<file path="config.mk">
export PLATFORM = sky130hd
export DESIGN_NAME = ocp_cpl_gen
export DESIGN_NICKNAME = d
export VERILOG_FILES = /design/src/rtl/ocp_cpl_gen.sv
export SDC_FILE = /design/constraint.sdc
export NUM_CORES = 1
export LEC_CHECK = 0
export ABC_AREA = 0
export CORE_MARGIN = 2
export CORE_UTILIZATION = 47
export DETAILED_ROUTE_END_ITERATION = 8
export PLACE_DENSITY = 0.8
export SLEW_MARGIN = 20
export SYNTH_ARGS = -nofsm -noshare
export SYNTH_HDL_FRONTEND = slang
export SYNTH_SLANG_ARGS = --single-unit
</file>
<file path="constraint.sdc">
create_clock -name clk -period 2.85 [get_ports clk]
set_input_delay 0.285 -clock clk [delete_from_list [all_inputs] [get_ports clk]]
set_output_delay 0.285 -clock clk [all_outputs]
set_load 0.01 [all_outputs]
</file>
<file path="src/rtl/ocp_cpl_gen.sv">
// ocp_cpl_gen: builds a 3DW CplD TLP from one read descriptor plus the OCP
// read-response DWs, and streams it as 64-bit AXI-stream beats to the TX FIFO.
// One completion in flight; a new descriptor is accepted only from IDLE.
module ocp_cpl_gen #(
    parameter logic [15:0] CPL_ID = 16'h0100,
    parameter int unsigned FIFO_W = 64
) (
    input  logic                clk,
    input  logic                reset,
    input  logic                desc_valid,
    output logic                desc_ready,
    input  logic [9:0]          desc_len,
    input  logic [15:0]         desc_req_id,
    input  logic [7:0]          desc_tag,
    input  logic [6:0]          desc_lo_addr,
    input  logic [1:0]          s_resp,
    input  logic [31:0]         s_data,
    output logic                m_resp_accept,
    output logic                s_axis_tvalid,
    input  logic                s_axis_tready,
    output logic [FIFO_W-1:0]   s_axis_tdata,
    output logic [FIFO_W/8-1:0] s_axis_tkeep,
    output logic                s_axis_tlast,
    output logic                err_seen
);

    localparam int unsigned DW_W   = 32;
    localparam int unsigned REM_W  = 11;
    localparam int unsigned KEEP_W = FIFO_W / 8;

    localparam logic [REM_W-1:0]  REM_MAX   = REM_W'(1024);
    localparam logic [KEEP_W-1:0] KEEP_FULL = {KEEP_W{1'b1}};
    localparam logic [KEEP_W-1:0] KEEP_LO   = KEEP_W'({(KEEP_W/2){1'b1}});
    localparam logic [2:0]        FMT_3DW_D = 3'b010;
    localparam logic [4:0]        TYPE_CPL  = 5'b01010;
    localparam logic [2:0]        STAT_SC   = 3'b000;

    typedef enum logic [1:0] {
        S_IDLE = 2'd0,
        S_HDR0 = 2'd1,
        S_HDR1 = 2'd2,
        S_DATA = 2'd3
    } state_t;

    typedef struct packed {
        logic [15:0] req_id;
        logic [7:0]  tag;
        logic [6:0]  lo_addr;
    } desc_t;

    state_t              r_state;
    desc_t               r_desc;
    logic [REM_W-1:0]    r_rem;
    logic                r_half;
    logic [FIFO_W-1:0]   r_tdata;
    logic [KEEP_W-1:0]   r_tkeep;
    logic                r_tvalid;
    logic                r_tlast;
    logic                r_accept;
    logic                r_desc_ready;
    logic                r_err_seen;

    state_t              w_state_nxt;
    desc_t               w_desc_nxt;
    logic [REM_W-1:0]    w_rem_nxt;
    logic                w_half_nxt;
    logic [FIFO_W-1:0]   w_tdata_nxt;
    logic [KEEP_W-1:0]   w_tkeep_nxt;
    logic                w_tvalid_nxt;
    logic                w_tlast_nxt;
    logic                w_accept_nxt;
    logic                w_desc_ready_nxt;
    logic                w_err_seen_nxt;

    logic                w_take;
    logic                w_err;
    logic                w_hs;
    logic [DW_W-1:0]     w_dw;
    logic [DW_W-1:0]     w_dw0;
    logic [DW_W-1:0]     w_dw1;
    logic [DW_W-1:0]     w_dw2;
    logic [REM_W-1:0]    w_rem_dec;
    logic                w_rem_last;

    // Response/beat events and header DW assembly
    always_comb begin
        w_take     = (s_resp != 2'b00) && r_accept;
        w_err      = s_resp[1];
        w_dw       = w_err ? {DW_W{1'b1}} : s_data;
        w_hs       = r_tvalid && s_axis_tready;
        w_rem_dec  = r_rem - REM_W'(1);
        w_rem_last = (w_rem_dec == '0);
        w_dw0      = {FMT_3DW_D, TYPE_CPL, 14'b0, desc_len};
        w_dw1      = {CPL_ID, STAT_SC, 1'b0, desc_len, 2'b00};
        w_dw2      = {r_desc.req_id, r_desc.tag, 1'b0, r_desc.lo_addr};
    end

    // State and datapath registers, synchronous reset
    always_ff @(posedge clk) begin
        if (reset) begin
            r_state      <= S_IDLE;
            r_desc       <= '0;
            r_rem        <= '0;
            r_half       <= 1'b0;
            r_tdata      <= '0;
            r_tkeep      <= '0;
            r_tvalid     <= 1'b0;
            r_tlast      <= 1'b0;
            r_accept     <= 1'b0;
            r_desc_ready <= 1'b0;
            r_err_seen   <= 1'b0;
        end else begin
            r_state      <= w_state_nxt;
            r_desc       <= w_desc_nxt;
            r_rem        <= w_rem_nxt;
            r_half       <= w_half_nxt;
            r_tdata      <= w_tdata_nxt;
            r_tkeep      <= w_tkeep_nxt;
            r_tvalid     <= w_tvalid_nxt;
            r_tlast      <= w_tlast_nxt;
            r_accept     <= w_accept_nxt;
            r_desc_ready <= w_desc_ready_nxt;
            r_err_seen   <= w_err_seen_nxt;
        end
    end

    // Next-state and next-output logic; a beat handshake is applied before a taken DW
    always_comb begin
        w_state_nxt      = r_state;
        w_desc_nxt       = r_desc;
        w_rem_nxt        = r_rem;
        w_half_nxt       = r_half;
        w_tdata_nxt      = r_tdata;
        w_tkeep_nxt      = r_tkeep;
        w_tvalid_nxt     = r_tvalid;
        w_tlast_nxt      = r_tlast;
        w_accept_nxt     = r_accept;
        w_desc_ready_nxt = r_desc_ready;
        w_err_seen_nxt   = r_err_seen || (w_take && w_err);

        case (r_state)
            S_IDLE: begin
                w_desc_ready_nxt = 1'b1;
                w_accept_nxt     = 1'b0;
                if (r_desc_ready && desc_valid) begin
                    w_desc_nxt.req_id  = desc_req_id;
                    w_desc_nxt.tag     = desc_tag;
                    w_desc_nxt.lo_addr = desc_lo_addr;
                    w_rem_nxt          = (desc_len == 10'd0) ? REM_MAX : REM_W'(desc_len);
                    w_half_nxt         = 1'b0;
                    w_tdata_nxt        = FIFO_W'({w_dw1, w_dw0});
                    w_tkeep_nxt        = KEEP_FULL;
                    w_tlast_nxt        = 1'b0;
                    w_tvalid_nxt       = 1'b1;
                    w_desc_ready_nxt   = 1'b0;
                    w_state_nxt        = S_HDR0;
                end
            end

            S_HDR0: begin
                if (w_hs) begin
                    w_tvalid_nxt = 1'b0;
                    w_accept_nxt = 1'b1;
                    w_state_nxt  = S_HDR1;
                end
            end

            S_HDR1: begin
                if (w_hs) begin
                    w_tvalid_nxt = 1'b0;
                    if (r_tlast) begin
                        w_state_nxt      = S_IDLE;
                        w_desc_ready_nxt = 1'b1;
                        w_accept_nxt     = 1'b0;
                    end else begin
                        w_state_nxt  = S_DATA;
                        w_accept_nxt = 1'b1;
                    end
                end
                if (w_take) begin
                    w_rem_nxt    = w_rem_dec;
                    w_tdata_nxt  = FIFO_W'({w_dw, w_dw2});
                    w_tkeep_nxt  = KEEP_FULL;
                    w_tlast_nxt  = w_rem_last;
                    w_tvalid_nxt = 1'b1;
                    w_accept_nxt = 1'b0;
                end
            end

            S_DATA: begin
                if (w_hs) begin
                    w_tvalid_nxt = 1'b0;
                    if (r_tlast) begin
                        w_state_nxt      = S_IDLE;
                        w_desc_ready_nxt = 1'b1;
                        w_accept_nxt     = 1'b0;
                    end else begin
                        w_accept_nxt = 1'b1;
                    end
                end
                if (w_take) begin
                    w_rem_nxt = w_rem_dec;
                    if (!r_half) begin
                        w_tdata_nxt = FIFO_W'({{DW_W{1'b0}}, w_dw});
                        if (w_rem_last) begin
                            w_tkeep_nxt  = KEEP_LO;
                            w_tlast_nxt  = 1'b1;
                            w_tvalid_nxt = 1'b1;
                            w_accept_nxt = 1'b0;
                        end else begin
                            w_half_nxt = 1'b1;
                        end
                    end else begin
                        w_tdata_nxt[2*DW_W-1:DW_W] = w_dw;
                        w_tkeep_nxt  = KEEP_FULL;
                        w_tlast_nxt  = w_rem_last;
                        w_tvalid_nxt = 1'b1;
                        w_accept_nxt = 1'b0;
                        w_half_nxt   = 1'b0;
                    end
                end
            end

            default: begin
                w_state_nxt = S_IDLE;
            end
        endcase
    end

    assign desc_ready    = r_desc_ready;
    assign m_resp_accept = r_accept;
    assign s_axis_tvalid = r_tvalid;
    assign s_axis_tdata  = r_tdata;
    assign s_axis_tkeep  = r_tkeep;
    assign s_axis_tlast  = r_tlast;
    assign err_seen      = r_err_seen;

endmodule

</file>
==> metrics.cfg, run 1 <==
[outcome]
result_of_the_run = finished, final reports clean

[synthesis]
yosysSeqAreaShare = 0.445
synth_enable_flop_cells = 0
synth_fp_nets = 770
synth_top_flop_cell = sky130_fd_sc_hd__dfxtp_1
ys_types = 53
post_synth_inst_count = 689
synthesis.area_um2 = 5220
post_synth.cell_area_avg_um2 = 7.58
synth-warning-count = 0
postSynth.asyncResetShare = 0
synth-seq-cells = 116

[worst_hold_path]
worstHoldPathCells = 2
min_path_type = input port to flip-flop

[detailed_routing]
wirelength_um = 17300
vias = 5649
detail_route.wl_per_cell_um = 17.9
drt-vias-per-instance = 5.84
met3RoutedLength_um = 1530
met2_wirelength_um = 8300
met1Wirelength_um = 7100
antenna_violating_nets_post_route = 0
detail_route.first_pass.iterations = 8
top_signal_layer_used = met4
drc = 0
drt-initial-drc-count = 435

[sta]
report.final.slew_viol_count = 0
number_of_hold_violations_in_the_final_report = 0
final_worst_clock_skew_ns = 0.0100
final_clock_period_utilization_by_the_worst_path = 0.826
tightestPinTransition_ns = 0.932
timing.slew.headroom = 0.377
totalNegativeSetupSlack_ns = 0
setup_ws_ns = 0.497
layout_min_cycle_time_ns = 2.35
setup-violations-final = 0
grt_setup_unrepaired = false
timing.fmax_mhz = 425

[finish]
layout.filler_cells = 875
diodes = 0
multi_input_comb_area_um2 = 2630
num-nets-final = 895
drive_gt1_frac = 0.0810
seq_area_um2 = 2320
flow.area_growth_from_synthesis_pct = 43.5

[worst_setup_path]
cp_common_cell = sky130_fd_sc_hd__nand3_1
required_ns = 3.19
endpoint_kind = flip-flop
timing.reg2reg.worst_path_depth = 7
setup.worst_path.class = flip-flop to flip-flop
critical_path.slowest_cell = sky130_fd_sc_hd__nor4_1
slowest_stage_delay_on_critical_path_ns = 0.64
worst_setup_path_start_kind = flip-flop
critical_path_peak_fanout = 6
cp_data_arrival_time_ns = 2.70
crit_path_cell_trace = inv_1 -> ha_1 -> and2b_1 -> nand3_1 -> nand3_1 -> nor4_1 -> a2111oi_0

[floorplanning]
start_util = 0.482
ios = 156
core_um2 = 10800
dieHeight_um = 109
num_rows = 38
die_x_um = 109
die_footprint_um2 = 12000

[grt]
grt_max_degree = 96
grt_antenna_before_repair = 0
gr-usage-all-layers = 0.291
grt_pass1_wl_um = 27100
via_count_of_the_first_global_routing_pass = 5378
overflow = 0

[placed_design]
place.gp.congestion = 0.875
numPortBuffers = 155
place_hpwl_um = 11700
dpl_worst_slack_ns = 0.463

[clocking]
ctsLongestPathBuffers = 2
postCtsSetupBuffers = 0
cts_buffers = 17
tritoncts = built
clk_root_buffer_cell = sky130_fd_sc_hd__clkbuf_8
post_cts_resize_count = 0
clock_slew_at_reported_path_ffs_ns = 0.06
numClockSinks = 116
clk-insertion-delay-late_ns = 0.51
cts_htree_levels = 4
cts_hold_buffers = 0

[pwr]
irDropWorstVdd_v = 0.000357
static-leakage-power_nw = 2.58
tot_pwr_w = 0.00462
power.density_cell_area_nw_per_um2 = 617

[job]
max-cap-violations = 0

## final timing paths
kind,startpoint,to,slack (ns)
worst max-delay path,r_rem[0]$_SDFFE_PP0P_,m_resp_accept$_SDFFE_PP0N_,0.50
worst min-delay path,reset,r_rem[8]$_SDFFE_PP0P_,0.15
worst max register to register,r_rem[0]$_SDFFE_PP0P_,m_resp_accept$_SDFFE_PP0N_,0.50
worst min register to register,r_desc[0]$_SDFFE_PP0P_,r_desc[0]$_SDFFE_PP0P_,0.46
## final cells by class
cell class / instances / share of cell area
multi-input combinational: 500 / 0.351
inverter: 6 / 0.00300
clock inverter: 13 / 0.0229
sequential: 116 / 0.310
clock buffer: 19 / 0.0589
timing repair buffer: 173 / 0.231
tap: 140 / 0.0234
## sequential cells by signal, summed over array words and instances, names as in the netlist
| register | flops |
|---|---|
| r_state | 2 |
| s_axis_tdata | 64 |
| r_half | 1 |
| m_resp_accept | 1 |
| s_axis_tlast | 1 |
| s_axis_tkeep | 2 |
| s_axis_tvalid | 1 |
| r_rem | 11 |
| desc_ready | 1 |
| r_desc | 31 |
| err_seen | 1 |
## through the flow
step	hold WS, ns	util	area [um2]	std cells
final	0.146	0.691	7500	967
after CTS	0.129	0.689	7470	966
after global placement	0.441	0.632	6860	934
after detailed placement	0.446	0.632	6860	934
after floorplan	0.421	-	5220	689
after global routing	0.135	0.691	7500	967
## cells in the mapped netlist, drive strengths merged (3+ instances only)
library cell    n  area (um2)
a211oi          4        30.0
a21oi          81         405
a222oi          3        30.0
a22oi           3        22.5
a311oi         21         190
a31oi           6        37.5
and2            3        18.8
buf            17        97.6
clkbuf         50         188
dfxtp         116        2320
inv             6        22.5
nand2         143         537
nand3           8        40.0
nand4           3        18.8
nor2           99         372
nor2b           3        18.8
nor3           33         176
nor4            3        18.8
nor4b           3        26.3
o2111ai        19         166
o211ai          9        72.6
o21ai          25         125
o41ai           3        33.8
## critical path: cells and delay by family (launching register included)
kind                       cells  cell delay [ns]
adders and majority gates      1             0.24
buffers and inverters          1             0.11
AOI/OAI and AO/OA              1             0.21
DFF                            1             0.46
and+or+nand+nor                4             1.17
## routing by layer
metal	up-vias	global-route usage
met4	0	0.102
met3	36	0.0753
li1	2672	-
met2	297	0.488
met5	-	0
met1	2644	0.362
## cell families after synthesis
family / after synthesis / share of synthesized area
AO/OA/AOI/OAI: 187 / 0.235
XOR/XNOR: 1 / 0.00168
adder cells (fa/ha/maj): 2 / 0.00479
buffers and inverters: 73 / 0.0589
flip-flops: 116 / 0.445
multiplexers: 3 / 0.00623
AND/OR/NAND/NOR: 307 / 0.249
## power by group
part	switching (W)	total, W	internal, W
registers	0.0000635	0.00176	0.00170
logic	0.000369	0.000683	0.000313
clock network	0.000790	0.00218	0.00139
total	0.00122	0.00462	0.00340
## layout by cell type (no fill, tap or decap), drive strengths merged, types with 2 or more instances in the layout
cell | netlist | routed
a31oi | 6 | 6
o211ai | 9 | 9
ha | 2 | 2
dfxtp | 116 | 116
clkinvlp | 0 | 2
o21ai | 25 | 25
a31o | 2 | 2
a22oi | 3 | 3
clkinv | 0 | 5
a311oi | 21 | 21
a2111oi | 2 | 2
nand2 | 143 | 143
clkbuf | 50 | 19
inv | 6 | 9
a222oi | 3 | 3
buf | 17 | 19
a211oi | 4 | 4
nor2b | 3 | 3
nand3 | 8 | 8
nor4 | 3 | 3
nor2 | 99 | 99
bufinv | 0 | 3
o21a | 2 | 2
nor3 | 33 | 33
o41ai | 3 | 3
or2 | 2 | 2
clkdlybuf4s50 | 0 | 154
mux2 | 2 | 2
a2bb2oi | 2 | 2
a21oi | 81 | 81
o2111ai | 19 | 19
and2 | 3 | 3
nor4b | 3 | 3
nand4 | 3 | 3
Note: power is estimated with default switching activity, not from simulation.
==> inputs of run 2 (changes only) <==
--- a/config.mk
+++ b/config.mk
@@ -7,9 +7,9 @@
 export LEC_CHECK = 0
 export ABC_AREA = 0
 export CORE_MARGIN = 2
-export CORE_UTILIZATION = 47
+export CORE_UTILIZATION = 43
 export DETAILED_ROUTE_END_ITERATION = 8
-export PLACE_DENSITY = 0.8
+export PLACE_DENSITY = 0.77
 export SLEW_MARGIN = 20
 export SYNTH_ARGS = -nofsm -noshare
 export SYNTH_HDL_FRONTEND = slang
==> constraint.sdc (replaced) <==
create_clock -name clk -period 2.01 [get_ports clk]
set_input_delay 0.201 -clock clk [delete_from_list [all_inputs] [get_ports clk]]
set_output_delay 0.201 -clock clk [all_outputs]
set_load 0.01 [all_outputs]
==> run 2 against run 1 <==
  * Power rose by 40%
  * Critical path depth rose by 1
  * Flip-flop and latch count is the same
  * Hold slack got worse by 0.012 ns
  * Combinational power is 52% higher
  * Wire length up 1.9%
  * Global-route usage shrank 2.2 points
  * Fmax rose by 19%
  * Die area is 9.0% higher
  * Via count is 0.21% higher
  * Sequential share of layout area fell by 0.75 points
  * Critical path type unchanged
==> metrics.cfg, run 2 (synthesized netlist as in run 1, its figures left out) <==
[sta]
grt_setup_unrepaired = false
layout_min_cycle_time_ns = 1.98
setup_ws_ns = 0.0333
number_of_hold_violations_in_the_final_report = 0
timing.fmax_mhz = 506
tightestPinTransition_ns = 0.504
timing.slew.headroom = 0.655
setup-violations-final = 0
report.final.slew_viol_count = 0
final_clock_period_utilization_by_the_worst_path = 0.983
final_worst_clock_skew_ns = 0.00512

[worst_setup_path]
worst_setup_path_start_kind = flip-flop
required_ns = 2.30
critical_path_peak_fanout = 4
worst_r2r_end = m_resp_accept$_SDFFE_PP0N_
reg2reg_slack_ns = 0.03
setup.worst_path.class = flip-flop to flip-flop
regToRegStartpoint = r_rem[1]$_SDFFE_PP0P_
timing.reg2reg.worst_path_depth = 8
endpoint_kind = flip-flop
cp_data_arrival_time_ns = 2.27

[clocking]
numClockSinks = 116
clk_root_buffer_cell = sky130_fd_sc_hd__clkbuf_16
cts_buffers = 17
clock_slew_at_reported_path_ffs_ns = 0.05
clk-insertion-delay-late_ns = 0.41
cts_hold_buffers = 0
cts_htree_levels = 4
tritoncts = built
ctsLongestPathBuffers = 2

[job]
max-cap-violations = 0

[placed_design]
place_hpwl_um = 12300
numPortBuffers = 155
place.gp.congestion = 0.877
dpl_worst_slack_ns = 0.000736

[pwr]
static-leakage-power_nw = 2.68
tot_pwr_w = 0.00649
power.density_cell_area_nw_per_um2 = 844
irDropWorstVdd_v = 0.000547

[grt]
grt_max_degree = 92
overflow = 0
grt_antenna_before_repair = 0
gr-usage-all-layers = 0.269
via_count_of_the_first_global_routing_pass = 5344
grt_pass1_wl_um = 27500

[floorplanning]
die_x_um = 114
dieHeight_um = 114
core_um2 = 11900
num_rows = 40
die_footprint_um2 = 13000
ios = 156
start_util = 0.438

[finish]
diodes = 0
post-route-util = 0.645
drive_gt1_frac = 0.111
num-nets-final = 914
flow.area_growth_from_synthesis_pct = 47.2
mostFrequentLayoutCell = sky130_fd_sc_hd__clkdlybuf4s50_1
final_cell_mix = sky130_fd_sc_hd__clkdlybuf4s50_1 (153), sky130_fd_sc_hd__nand2_1 (143), sky130_fd_sc_hd__dfxtp_1 (113), sky130_fd_sc_hd__nor2_1 (98), sky130_fd_sc_hd__a21oi_1 (81)
largest_reg_flops = 64

[worst_hold_path]
min_path_type = input port to flip-flop
worstHoldPathCells = 3
hold_end = err_seen$_SDFF_PP0_
timing.hold.worst.start = s_resp[1]

[detailed_routing]
detail_route.first_pass.iterations = 5
vias = 5661
drt-initial-drc-count = 564
antenna_violating_nets_post_route = 0
drt-vias-per-instance = 5.70
drc = 0
wirelength_um = 17700
detail_route.wl_per_cell_um = 17.8

[outcome]
result_of_the_run = finished, final reports clean

-- run 2: changes by cell type in the layout (fill, tap and decap cells not counted), sizes merged --
cell / change
buf: +20
inv: -3
clkbuf: +2
clkdlybuf4s50: -1
clkinv: +1
-- run 2: worst max-delay path by stage --
stage	from	to	cells after the start
finish	r_rem[1]$_SDFFE_PP0P_	m_resp_accept$_SDFFE_PP0N_	8
global route	r_state[1]$_SDFFE_PP0P_	s_axis_tdata[45]$_SDFFE_PP0P_	7
CTS	r_rem[1]$_SDFFE_PP0P_	m_resp_accept$_SDFFE_PP0N_	8
detailed placement	desc_valid	s_axis_tdata[58]$_SDFFE_PP0P_	7
global placement	desc_valid	r_rem[4]$_SDFFE_PP0P_	7
floorplan	r_rem[0]$_SDFFE_PP0P_	s_axis_tvalid$_SDFFE_PP0N_	7
-- run 2: report_power, final --
group	internal, W	switching [W]
logic	0.000492	0.000549
registers	0.00241	0.0000793
clock network	0.00193	0.00103
total	0.00483	0.00166
-- run 2: critical path: stages, from the launching register on --
cell	delay, ns
sky130_fd_sc_hd__dfxtp_1	0.36
sky130_fd_sc_hd__inv_2	0.07
sky130_fd_sc_hd__ha_4	0.17
sky130_fd_sc_hd__and2b_2	0.22
sky130_fd_sc_hd__a31o_2	0.25
sky130_fd_sc_hd__a22oi_2	0.19
sky130_fd_sc_hd__nor4_1	0.09
sky130_fd_sc_hd__buf_4	0.16
sky130_fd_sc_hd__a2111oi_1	0.34
-- run 2: through the flow --
step	hold WS (ns)	area, um2	TNS (ns)	std cells
floorplan	0.337	5220	0	689
global placement	0.443	7040	-0.000111	959
detailed placement	0.443	7040	0	959
CTS	0.120	7620	0	991
global route	0.136	7690	0	993
finish	0.134	7690	0	993
-- run 2: layout make-up --
cell class                      instances  area [um2]
Clock inverter                         11         135
Fill cell                            1013        4230
Multi-Input combinational cell        500        2680
Inverter                                6        22.5
Clock buffer                           21         440
Sequential cell                       116        2330
Timing Repair Buffer                  192        1900
Tap cell                              147         184
-- run 2: timing repair --
item / 4_1_cts / 5_1_grt
buffers inserted: 0 / 2
cloned: 0 / 0
endpoints found under the setup margin: 2 / 5
pin swaps: 0 / 7
gates resized for setup: 2 / 11
-- run 2: metal layers --
| metal | share of wire | GRT usage |
|---|---|---|
| met1 | 0.43 | 0.341 |
| met2 | 0.48 | 0.451 |
| met3 | 0.073 | 0.0614 |
| met4 | 0.020 | 0.0927 |
| met5 | 0 | 0 |
